[src/rtl/i2c_cmd_arbiter_pkg.sv]
// Shared I2C command types and the command-arbiter FSM state encoding.
// Latency/backpressure: none (types and constants only).
package package_i2c;

  localparam int I2C_BURST_W = 8;
  // One extra bit so a full burst_num+1 byte count cannot wrap.
  localparam int I2C_BCNT_W  = I2C_BURST_W + 1;

  typedef struct packed {
    logic                   we;
    logic                   sccb_mode;
    logic [6:0]             addr_slave;
    logic [7:0]             addr_reg;
    logic [I2C_BURST_W-1:0] burst_num;
  } t_i2c_cmd;

  typedef enum logic [1:0] {
    S_IDLE,
    S_ISSUE,
    S_READ
  } t_i2c_arb_state;

endpackage

[src/rtl/i2c_rr_select.sv]
// Round-robin requester select: captures a one-hot grant on load, advances past it on advance.
// Latency: grant registered one cycle after load; no backpressure.
module i2c_rr_select #(
  parameter int P_NUM_REQ = 2
) (
  input  logic                         i_clk,
  input  logic                         i_rst_n,
  input  logic [P_NUM_REQ-1:0]         i_req,
  input  logic                         i_load,
  input  logic                         i_advance,
  output logic [P_NUM_REQ-1:0]         o_grant,
  output logic [$clog2(P_NUM_REQ)-1:0] o_index
);

  localparam int IDX_W = $clog2(P_NUM_REQ);

  logic [IDX_W-1:0] ptr;
  logic [IDX_W-1:0] sel_idx;
  logic [IDX_W-1:0] cand;

  // Scan from the furthest offset down so the nearest valid index at/after ptr wins.
  always_comb begin
    int j;
    j       = 0;
    cand    = '0;
    sel_idx = ptr;
    for (int i = P_NUM_REQ - 1; i >= 0; i--) begin
      j = int'(ptr) + i;
      if (j >= P_NUM_REQ) j = j - P_NUM_REQ;
      cand = IDX_W'(j);
      if (i_req[cand]) sel_idx = cand;
    end
  end

  always_ff @(posedge i_clk or negedge i_rst_n) begin
    if (!i_rst_n) begin
      ptr     <= '0;
      o_index <= '0;
      o_grant <= '0;
    end else begin
      if (i_load) begin
        o_index <= sel_idx;
        o_grant <= P_NUM_REQ'(1) << sel_idx;
      end
      if (i_advance)
        ptr <= (o_index == IDX_W'(P_NUM_REQ - 1)) ? '0 : o_index + IDX_W'(1);
    end
  end

endmodule

[src/rtl/i2c_cmd_arbiter.sv]
// Round-robin arbiter sharing one I2C master among P_NUM_REQ requesters; o_cmd_valid 1 cycle after pick, grant held through read burst.
// Backpressure: valid/ready both sides; optional read-stall watchdog under I2C_CMD_ARB_TIMEOUT_EN.
module i2c_cmd_arbiter
  import package_i2c::*;
#(
  parameter int P_NUM_REQ        = 2,
  parameter int P_TIMEOUT_CYCLES = 65535
) (
  input  logic                          i_clk,
  input  logic                          i_rst_n,
  input  logic     [P_NUM_REQ-1:0]      i_req_valid,
  input  t_i2c_cmd [P_NUM_REQ-1:0]      i_req_cmd,
  input  logic     [P_NUM_REQ-1:0][7:0] i_req_wr_data,
  output logic     [P_NUM_REQ-1:0]      o_req_ready,
  output logic     [P_NUM_REQ-1:0]      o_req_rd_valid,
  output logic     [7:0]                o_req_rd_data,
  input  logic     [P_NUM_REQ-1:0]      i_req_rd_ready,
  output logic     [P_NUM_REQ-1:0]      o_grant,
  output logic                          o_busy,
  output logic                          o_timeout,
  output logic                          o_cmd_valid,
  output t_i2c_cmd                      o_cmd_data,
  output logic                          o_wr_valid,
  output logic     [7:0]                o_wr_data,
  input  logic                          i_cmd_ready,
  input  logic                          i_rd_valid,
  input  logic     [7:0]                i_rd_data,
  output logic                          o_rd_ready
);

  localparam int IDX_W = $clog2(P_NUM_REQ);

  t_i2c_arb_state          state, state_nxt;
  logic [IDX_W-1:0]        g_idx;
  logic [P_NUM_REQ-1:0]    grant_oh;
  logic                    rr_load, rr_adv, cnt_load, rd_hs;
  logic [I2C_BCNT_W-1:0]   byte_cnt;

  i2c_rr_select #(.P_NUM_REQ(P_NUM_REQ)) u_rr (
    .i_clk     (i_clk),
    .i_rst_n   (i_rst_n),
    .i_req     (i_req_valid),
    .i_load    (rr_load),
    .i_advance (rr_adv),
    .o_grant   (grant_oh),
    .o_index   (g_idx)
  );

`ifdef I2C_CMD_ARB_TIMEOUT_EN
  localparam int WD_W = $clog2(P_TIMEOUT_CYCLES + 1);
  logic [WD_W-1:0] wd_cnt;

  always_ff @(posedge i_clk or negedge i_rst_n) begin
    if (!i_rst_n)                      wd_cnt <= '0;
    else if (state != S_READ || rd_hs) wd_cnt <= '0;
    else                               wd_cnt <= wd_cnt + WD_W'(1);
  end
`endif

  always_ff @(posedge i_clk or negedge i_rst_n) begin
    if (!i_rst_n) state <= S_IDLE;
    else          state <= state_nxt;
  end

  always_ff @(posedge i_clk or negedge i_rst_n) begin
    if (!i_rst_n)      byte_cnt <= '0;
    else if (cnt_load) byte_cnt <= {1'b0, i_req_cmd[g_idx].burst_num} + I2C_BCNT_W'(1);
    else if (rd_hs)    byte_cnt <= byte_cnt - I2C_BCNT_W'(1);
  end

  assign o_busy  = (state != S_IDLE);
  assign o_grant = o_busy ? grant_oh : '0;

  always_comb begin
    state_nxt      = state;
    rr_load        = 1'b0;
    rr_adv         = 1'b0;
    cnt_load       = 1'b0;
    rd_hs          = 1'b0;
    o_timeout      = 1'b0;
    o_cmd_valid    = 1'b0;
    o_cmd_data     = '0;
    o_wr_valid     = 1'b0;
    o_wr_data      = '0;
    o_req_ready    = '0;
    o_req_rd_valid = '0;
    o_req_rd_data  = '0;
    o_rd_ready     = 1'b0;
    case (state)
      S_IDLE: begin
        if (|i_req_valid) begin
          rr_load   = 1'b1;
          state_nxt = S_ISSUE;
        end
      end
      S_ISSUE: begin
        o_cmd_valid        = i_req_valid[g_idx];
        o_wr_valid         = i_req_valid[g_idx];
        o_cmd_data         = i_req_cmd[g_idx];
        o_wr_data          = i_req_wr_data[g_idx];
        o_req_ready[g_idx] = i_cmd_ready;
        // A withdrawn request gives up its turn without moving the pointer.
        if (!i_req_valid[g_idx]) begin
          state_nxt = S_IDLE;
        end else if (i_cmd_ready) begin
          if (i_req_cmd[g_idx].we) begin
            rr_adv    = 1'b1;
            state_nxt = S_IDLE;
          end else begin
            cnt_load  = 1'b1;
            state_nxt = S_READ;
          end
        end
      end
      S_READ: begin
        o_req_rd_valid[g_idx] = i_rd_valid;
        o_req_rd_data         = i_rd_data;
        o_rd_ready            = i_req_rd_ready[g_idx];
        rd_hs                 = i_rd_valid && i_req_rd_ready[g_idx];
        if (rd_hs) begin
          if (byte_cnt == I2C_BCNT_W'(1)) begin
            rr_adv    = 1'b1;
            state_nxt = S_IDLE;
          end
`ifdef I2C_CMD_ARB_TIMEOUT_EN
        end else if (wd_cnt == WD_W'(P_TIMEOUT_CYCLES - 1)) begin
          o_timeout = 1'b1;
          rr_adv    = 1'b1;
          state_nxt = S_IDLE;
`endif
        end
      end
      default: state_nxt = S_IDLE;
    endcase
  end

endmodule

[config.mk]
export PLATFORM = sky130hd
export DESIGN_NAME = i2c_cmd_arbiter
export DESIGN_NICKNAME = d
export VERILOG_FILES = /design/src/rtl/i2c_cmd_arbiter_pkg.sv /design/src/rtl/i2c_rr_select.sv /design/src/rtl/i2c_cmd_arbiter.sv
export SDC_FILE = /design/constraint.sdc
export NUM_CORES = 1
export LEC_CHECK = 0
export ABC_CLOCK_PERIOD_IN_PS = 5300
export BUFFER_PORTS_ARGS = -buffer_cell sky130_fd_sc_hd__buf_2
export CELL_PAD_IN_SITES_DETAIL_PLACEMENT = 1
export CELL_PAD_IN_SITES_GLOBAL_PLACEMENT = 1
export CORE_MARGIN = 2
export CORE_UTILIZATION = 31
export CTS_BUF_LIST = sky130_fd_sc_hd__clkbuf_2
export DETAILED_ROUTE_END_ITERATION = 7
export HOLD_SLACK_MARGIN = 0.08
export PLACE_DENSITY = 0.95
export SYNTH_ARGS = -nofsm -noshare
export SYNTH_HDL_FRONTEND = slang
export SYNTH_SLANG_ARGS = --single-unit
[constraint.sdc]
create_clock -name i_clk -period 5.3 [get_ports i_clk]
set_clock_uncertainty 0.15 [all_clocks]
set_input_delay 1.59 -clock i_clk [delete_from_list [all_inputs] [get_ports i_clk]]
set_output_delay 1.59 -clock i_clk [all_outputs]
set_load 0.1 [all_outputs]
Word-level counts from Yosys, hierarchy flattened
Index checks and enable logic that the tools add are counted.
W data, S select, Z words.

storage, ports and cells
  register bits = 15
  output and inout bits = 52
  word-level logic and storage cells = 83
  latch bits = 0
  input port bits = 82
  ROM bits = 0
  memories kept = 0
  memory bits (writable) = 0

cells by class
  multiplexer cells = 49
  magnitude comparators = 6
  bitwise gates (word level) = 2
  reduce and logical (&&, ||, !) cells = 7
  div/mod/pow operators = 0
  add/sub/neg operators = 6
  shift-type cells = 1
  equality and inequality tests = 7
  multiply operators = 0

operators with widths
  operator               count
  $mux W25               3
  $mux W8                4
  $mux W1                28
  $mux W2                9
  $mux W9                2
  $add A8 B1 Y9 const B  1
  $eq A9 B1 Y1 const B   1
  $sub A9 B1 Y9 const B  1
  $lt A1 B2 Y1 const B   3
  $ne A2 B2 Y1 const B   3
  $pmux W2 S3            1
  $and A2 B2 Y2          2
  $reduce_and A4 Y1      1
  $reduce_bool A2 Y1     2
  $ne A3 B3 Y1 const B   1
  $add A1 B1 Y2 const B  1
  $eq A2 B1 Y1 const B   1
  $eq A2 B2 Y1 const B   1
  $ge A1 B2 Y1 const B   1
  $ge A2 B2 Y1 const B   1
  $logic_and A1 B1 Y1    2
  $logic_not A2 Y1       1
  $pmux W1 S2            1
  $reduce_or A2 Y1       1
  other kinds (5)        6

Longest topological paths before layout
Gate-level depths: netlist of run 1.

  depth in word-level cells = 8
  depth in mapped cells = 8
  mapped depth without buffers = 6

Hierarchy
A second synthesis of run 1 with hierarchy kept.

second synthesis, totals
  cells, all modules = 227
  area total of the unflattened synthesis = 1854.3 um^2

modules (own cells, without submodules)
  module           times used  cells an instance  sequential area each (um^2)  area an instance (um^2)
  i2c_cmd_arbiter  1           213                275.3                        1714.1
  i2c_rr_select    1           14                 75.1                         140.1

Worst setup path after synthesis of run 1
Ideal clock, no wire load.

  kind = input-to-output
  start = in i_req_cmd[31] in the netlist's numbering
  end = out o_cmd_data[6] in the netlist's numbering
  setup slack = -283 ps
  path buffers = 0
  required time = 3560 ps
  stages = 2
  arrival time = 3843 ps
  cell sequence = nand2_1 a21boi_0

RTL lines
  what             RTL line               text
  start, declared  i2c_cmd_arbiter.sv:12  input t_i2c_cmd [P_NUM_REQ-1:0] i_req_cmd,
  end, declared    i2c_cmd_arbiter.sv:22  output t_i2c_cmd o_cmd_data,

Worst setup path after layout of run 1
  start = in i_req_valid[1]
  end = out o_wr_valid

between the ends
  word-level cells in the longest chain between the ends = 3

RTL lines
  what                                         RTL line               text
  start, declared                              i2c_cmd_arbiter.sv:11  input logic [P_NUM_REQ-1:0] i_req_valid,
  $mux W1 (implied by the code) (2 in series)  i2c_cmd_arbiter.sv:98  o_wr_valid = i_req_valid[g_idx];
  $mux W1                                      i2c_cmd_arbiter.sv:89  case (state)
  end, declared                                i2c_cmd_arbiter.sv:23  output logic o_wr_valid,

No other way between the ends. The select of a mux whose other input is x is not followed.

==> results by group, run 1 <==
Status
  – Status: complete, no violations

Worst setup path
  – Worst R2R Setup Slack: approximately 2500 ps
  – Start-to-end type of the worst setup path: input port to output pin
  – Kind of start point of the critical path: input port
  – Cell repeated most along the worst path: buf_2
  – Critical path destination: o_wr_valid
  – Critical Path RT: around 3600 ps
  – Category of the worst setup path capture point: output pin
  – Crit path from: i_req_valid[1]
  – Slowest Stage Delay on Critical Path: between 400 and 500 ps
  – Worst path cell trace: buf_2 -> mux2_2 -> and2_1 -> buf_2
  – Slowest cell on the critical path: buf_2
  – Worst-path fanout max: 8
  – Startpoint of the most critical register-to-register path: state[1]$_DFFE_PN0P_
  – Crit path DAT: 2560 ps
  – Count of cells along the worst register-to-register path: 4
  – Worst reg2reg path endpoint: byte_cnt[1]$_DFFE_PN0P_

Cells and area
  – Post-layout net count: 427
  – Most frequent standard cell in the layout excluding fill and tap cells: buf_2
  – Layout overhead on the synthesized area: 39.2%
  – Most frequent cells in the layout: buf_2 (132), mux2i_1 (39), nor2b_1 (32), dfrtp_1 (13), and2_1 (12)
  – Area of the multi-input gates: between 1000 and 1500 um^2
  – Share of post-route cells with drive strength above 1: 0.438
  – Filler instances: around 750
  – Diodes inserted: 0
  – FF+latch area: about 350 um^2

Logic synthesis
  – Flip-flop and latch count after synthesis: 14
  – Post-Synthesis Cell Area: 1830 um^2
  – Commonest register cell after synthesis: dfrtp_1
  – Average instance area after synthesis: ~8.5 um^2
  – Synth async-reset ratio: 1.00
  – Seq/Total Area, Yosys: 0.191
  – Yosys warns: 0
  – Post-Syn Nets: 303
  – Post-Synthesis Cells: around 220
  – Number of distinct library cells after synthesis: 45
  – Post-synth EDFFs: 0

Route
  – First-pass iteration count of the detailed router: 4
  – Vias per inst: roughly 5
  – Drt drc: 0
  – Detail-routed net length per standard cell: 15.0 um
  – Violation count after the first detailed-route iteration: 51
  – Number of nets still failing antenna checks after routing: 0
  – Wire length after detailed routing: ~6200 um
  – Vias: between 2000 and 2500

CTS
  – Hold bufs inserted after CTS: 0
  – Gates resized, CTS repair: 0
  – CTS clk-pin slew, worst paths: ~140 ps
  – H-tree depth reported by CTS: 1
  – Clock tree sinks: 14
  – Maximum clock insertion buffer count: 2
  – Clock tree from TritonCTS: built
  – Total clock buffers created by CTS: 3
  – Count of buffers added by post-CTS timing repair for setup: 0
  – CTS Root Buffer Type: clkbuf_2
  – Later-pin clock latency in the skew report: 290 ps

Timing
  – Total setup violations reported at the end of the flow: 0
  – Fraction of the cycle the final worst path needs: 0.811
  – Slew HR: 0.251
  – Endpoints failing hold: 0
  – Final sum of negative setup slack: 0 ps
  – Unrepaired setup endpoints after global routing: no
  – Final Max Slew Viols: 0
  – Transition time of the tightest slew-check pin: between 1000 and 1500 ps
  – Fin crit period: 4300 ps
  – Timing-limited maximum frequency: about 230 MHz

Global routing
  – Global routing usage summed across all routing layers: 0.189
  – Global-route congestion overflow total: 0
  – First-pass GRT wire length: just under 10000 um
  – Number of antenna violations at the first check in global routing: 0
  – Via count of the first global-routing pass: 2095
  – Pin count of the biggest net entering global routing: 40

Min path
  – Hold Crit Class: register to register

Die
  – Overall die area: 6550 um^2
  – Floorplan Core Area: roughly 5800 um^2
  – Initial Util: 0.315
  – Width of the chip: around 80 um
  – Die Y-Extent: about 81 um
  – Number of placed I/O pins: 134
  – Number of core rows: 28

Placement
  – Dpl hpwl: about 5200 um
  – Global placer's final weighted congestion: around 0.76
  – Port bufs: about 130

Flow run
  – Maximum capacitance violations: 0
==> worst max-delay path: cells and delay by family <==
kind,cells,cell delay (ps)
buf+inv,2,600
mux,1,200
simple gates,1,160
==> layout make-up <==
type,instances,share of cell area
timing repair buffer,134,0.265
inverter,6,0.00882
clock inverter,1,0.00147
sequential,14,0.138
multi-input combinational,180,0.545
clock buffer,3,0.00588
tap,75,0.0368
==> state kept, by name, summed over array words and instances (netlist names) <==
| signal | count |
|---|---|
| byte_cnt | 9 |
| state | 2 |
| u_rr.o_grant | 1 |
| u_rr.o_index | 1 |
| u_rr.ptr | 1 |
==> cells in the mapped netlist, types with 4 or more instances <==
cell,count,area (um^2)
a21oi_1,6,30.0
and2_1,12,75.1
and3_1,4,25.0
buf_2,6,30.0
clkbuf_1,6,22.5
dfrtp_1,14,350
ha_1,6,75.1
inv_1,6,22.5
mux2_2,5,56.3
mux2i_1,39,390
nand2_1,7,26.3
nand3_1,5,25.0
nand3b_1,7,52.6
nor2_1,7,26.3
nor2b_1,32,200
xnor2_1,8,70.1
xor2_1,5,43.8
==> metrics by stage <==
step | hold WS [ps] | setup WS (ps) | util | instance area (um^2) | cells
floorplan | 292 | 314 | - | 1830 | 215
global placement | 307 | 1100 | 0.436 | 2530 | 409
detailed placement | 326 | 1010 | 0.436 | 2530 | 409
CTS | 358 | 1000 | 0.439 | 2550 | 413
global route | 379 | 808 | 0.439 | 2550 | 413
finish | 360 | 1000 | 0.439 | 2550 | 413
==> routing by layer <==
layer,vias up,track usage,wire length (um)
met5,-,0,0
met4,0,0.0458,90
met3,8,0.0256,410
met2,88,0.374,3330
met1,967,0.210,2370
li1,1006,-,-
==> how the worst min path moves through the flow <==
stage                           startpoint                     endpoint  slack (ps)  depth (start not counted)
3_3_place_gp   u_rr.o_grant[0]$_DFFE_PN0P_  u_rr.o_grant[0]$_DFFE_PN0P_         310                          1
5_1_grt        u_rr.o_grant[0]$_DFFE_PN0P_  u_rr.o_grant[0]$_DFFE_PN0P_         380                          1
4_1_cts        u_rr.o_grant[0]$_DFFE_PN0P_  u_rr.o_grant[0]$_DFFE_PN0P_         360                          1
2_1_floorplan  u_rr.o_grant[0]$_DFFE_PN0P_  u_rr.o_grant[0]$_DFFE_PN0P_         290                          1
3_5_place_dp   u_rr.o_grant[0]$_DFFE_PN0P_  u_rr.o_grant[0]$_DFFE_PN0P_         330                          1
6_report       u_rr.o_grant[0]$_DFFE_PN0P_  u_rr.o_grant[0]$_DFFE_PN0P_         360                          1
==> cell families (layout without fill, tap and decap cells) <==
kind of cell,Yosys count,after routing,synth area share
buffers and inverters,21,144,0.0512
adder cells (fa/ha/maj),6,6,0.0409
AND/OR/NAND/NOR,94,94,0.318
other,1,1,0.00204
multiplexers,44,44,0.244
XOR/XNOR,13,13,0.0621
AO/OA/AOI/OAI,22,22,0.0914
flip-flops,14,14,0.191
Power of run 1 is not shown: default switching activity piles up to over one toggle a cycle in this logic, so the estimate is an artifact.
==> run 2, diff against run 1 <==
--- a/config.mk
+++ b/config.mk
@@ -5,16 +5,16 @@
 export SDC_FILE = /design/constraint.sdc
 export NUM_CORES = 1
 export LEC_CHECK = 0
-export ABC_CLOCK_PERIOD_IN_PS = 5300
+export ABC_CLOCK_PERIOD_IN_PS = 3510
 export BUFFER_PORTS_ARGS = -buffer_cell sky130_fd_sc_hd__buf_2
 export CELL_PAD_IN_SITES_DETAIL_PLACEMENT = 1
 export CELL_PAD_IN_SITES_GLOBAL_PLACEMENT = 1
 export CORE_MARGIN = 2
-export CORE_UTILIZATION = 31
+export CORE_UTILIZATION = 26
 export CTS_BUF_LIST = sky130_fd_sc_hd__clkbuf_2
 export DETAILED_ROUTE_END_ITERATION = 7
 export HOLD_SLACK_MARGIN = 0.08
-export PLACE_DENSITY = 0.95
+export PLACE_DENSITY = 0.91
 export SYNTH_ARGS = -nofsm -noshare
 export SYNTH_HDL_FRONTEND = slang
 export SYNTH_SLANG_ARGS = --single-unit
==> constraint.sdc (replaced) <==
create_clock -name i_clk -period 3.51 [get_ports i_clk]
set_clock_uncertainty 0.15 [all_clocks]
set_input_delay 1.053 -clock i_clk [delete_from_list [all_inputs] [get_ports i_clk]]
set_output_delay 1.053 -clock i_clk [all_outputs]
set_load 0.1 [all_outputs]
==> run 2 against run 1 <==
First-iteration DRC count decreased by 12%. Final cell count grew 5.8%. Hold slack better by 5.2 ps. Sequential share of layout area down 0.81 points.
==> results by group, run 2 (synthesized netlist as in run 1, its figures left out) <==
Worst setup path
  – Crit path DAT: 2130 ps (-430 ps)
  – Critical Path RT: 2310 ps (-1250 ps)
  – Worst R2R Setup Slack: 850 ps (-1670 ps)
  – Count of cells along the worst register-to-register path: 6 (+2)
  – Category of the worst setup path capture point: output pin
  – Kind of start point of the critical path: register
  – Start-to-end type of the worst setup path: register to output pin
  – Worst-path fanout max: 32 (+24)
  – Startpoint of the most critical register-to-register path: u_rr.o_index$_DFFE_PN0P_
  – Worst reg2reg path endpoint: byte_cnt[6]$_DFFE_PN0P_

CTS
  – CTS clk-pin slew, worst paths: 150 ps (about the same)
  – Clock tree sinks: 14 (unchanged)
  – CTS Root Buffer Type: clkbuf_2
  – H-tree depth reported by CTS: 1 (unchanged)
  – Hold bufs inserted after CTS: 0 (unchanged)
  – Clock tree from TritonCTS: built
  – Gates resized, CTS repair: 0 (unchanged)
  – Count of buffers added by post-CTS timing repair for setup: 0 (unchanged)
  – Later-pin clock latency in the skew report: 300 ps (about the same)
  – Total clock buffers created by CTS: 3 (unchanged)
  – Maximum clock insertion buffer count: 2 (unchanged)

Min path
  – Endpoint of the worst hold path: u_rr.o_grant[0]$_DFFE_PN0P_
  – Worst hold path startpoint: u_rr.o_grant[0]$_DFFE_PN0P_
  – WHS Path Cells: 1 (unchanged)
  – Hold Crit Class: register to register

Placement
  – Worst-case setup slack after placement: 353 ps (-656 ps)
  – Dpl hpwl: 5450 um (+4.3%)
  – Post-detailed-placement cell area: 2690 um^2 (+6.3%)
  – Port bufs: 132 (unchanged)
  – Global placer's final weighted congestion: 0.796 (+4.8%)

Cells and area
  – Diodes inserted: 0 (unchanged)
  – Most frequent standard cell in the layout excluding fill and tap cells: buf_2
  – Area of the multi-input gates: 1470 um^2 (+6.0%)
  – Share of post-route cells with drive strength above 1: 0.543 (+0.105)
  – Cell area after layout: 2710 um^2 (+6.3%)
  – Most frequent cells in the layout: buf_2 (131), mux2i_1 (39), nor2b_2 (31), dfrtp_1 (13), and2_1 (11)
  – FF+latch area: 352 um^2 (unchanged)
  – Max FFs per register: 9 (unchanged)
  – Post-layout net count: 430 (+0.70%)
  – Largest registers: byte_cnt x9, state x2
  – Top register by number of flip-flops: byte_cnt
  – Filler instances: 865 (+16%)
  – Layout overhead on the synthesized area: 47.9%

Global routing
  – Pin count of the biggest net entering global routing: 40 (unchanged)
  – Global-route congestion overflow total: 0 (unchanged)
  – Global routing usage summed across all routing layers: 0.162 (-0.0273)
  – First-pass GRT wire length: 9970 um (+1.0%)
  – Via count of the first global-routing pass: 2234 (+6.6%)
  – Number of antenna violations at the first check in global routing: 0 (unchanged)

Timing
  – Slew HR: 0.531 (+0.280)
  – Transition time of the tightest slew-check pin: 704 ps (-415 ps)
  – Fin crit period: about 3300 ps
  – Fraction of the cycle the final worst path needs: 0.951
  – Total setup violations reported at the end of the flow: 0 (unchanged)
  – Final Max Slew Viols: 0 (unchanged)
  – Timing-limited maximum frequency: roughly 300 MHz
  – Unrepaired setup endpoints after global routing: no
  – Endpoints failing hold: 0 (unchanged)
  – Post-route worst setup slack: 172 ps (-830 ps)

Die
  – Overall die area: 7740 um^2 (+18%)
  – Floorplan Core Area: 6790 um^2 (+17%)
  – Number of core rows: 30 (+7.1%)
  – Initial Util: 0.270 (-0.0454)
  – Width of the chip: 88.0 um (+8.7%)
  – Number of placed I/O pins: 134 (unchanged)
  – Die Y-Extent: 88.0 um (+8.7%)

Route
  – Drt drc: 0 (unchanged)
  – Detail-routed net length per standard cell: 14.5 um (-3.1%)
  – Violation count after the first detailed-route iteration: 45 (-12%)
  – Vias per inst: 4.76 (-4.9%)
  – First-pass iteration count of the detailed router: 4 (unchanged)
  – Wire length after detailed routing: 6350 um (+2.6%)
  – Number of nets still failing antenna checks after routing: 0 (unchanged)
  – Vias: 2081 (+0.58%)

Status
  – Status: complete, no violations

Flow run
  – Maximum capacitance violations: 0 (unchanged)
-- run 2: cell count changes in the layout (fill, tap and decap cells not counted) --
cell and change:
nor2b_1 -31, nor2b_2 +31, buf_12 +2, buf_4 +2
nor2_1 -2, nor2_2 +2, and2_1 -1, and2_2 +1
buf_2 -1
-- run 2: worst max-delay path, cell delays in order, from the launching register on --
cell and delay [ps]:
dfrtp_2 850, buf_4 320, mux2i_1 120, nor2b_2 110, buf_2 430
-- run 2: layout make-up --
| cell class | count | area share |
|---|---|---|
| Multi-Input combinational cell | 180 | 0.543 |
| Timing Repair Buffer | 137 | 0.268 |
| Sequential cell | 14 | 0.130 |
| Tap cell | 96 | 0.0443 |
| Inverter | 6 | 0.00830 |
| Clock buffer | 3 | 0.00554 |
| Clock inverter | 1 | 0.00138 |
-- run 2: metal layers --
metal / up-vias / track usage / share of wire
met1: 961 / 0.164 / 0.38
li1: 1009 / - / -
met5: - / 0 / 0
met4: 0 / 0.0434 / 0.013
met3: 6 / 0.0349 / 0.084
met2: 105 / 0.326 / 0.52
-- run 2: stage by stage --
| stage | util | hold WS, ps | instances | setup TNS, ps |
|---|---|---|---|---|
| floorplan | - | 292 | 215 | -260 |
| global route | 0.399 | 403 | 437 | 0 |
| finish | 0.399 | 365 | 437 | 0 |
| CTS | 0.399 | 370 | 437 | 0 |
| detailed placement | 0.397 | 335 | 433 | 0 |
| global placement | 0.397 | 305 | 433 | 0 |
-- run 2: worst max path at each step --
stage / start / endpoint / cells past startpoint
6_report: u_rr.o_index$_DFFE_PN0P_ / o_cmd_data[24] / 4
5_1_grt: u_rr.o_index$_DFFE_PN0P_ / o_cmd_data[24] / 4
4_1_cts: u_rr.o_index$_DFFE_PN0P_ / o_cmd_data[24] / 4
3_5_place_dp: i_req_valid[1] / o_cmd_valid / 4
3_3_place_gp: i_req_valid[1] / o_wr_valid / 4
2_1_floorplan: i_req_cmd[31] / o_cmd_data[6] / 2
Power of run 2 is left out for the same reason.
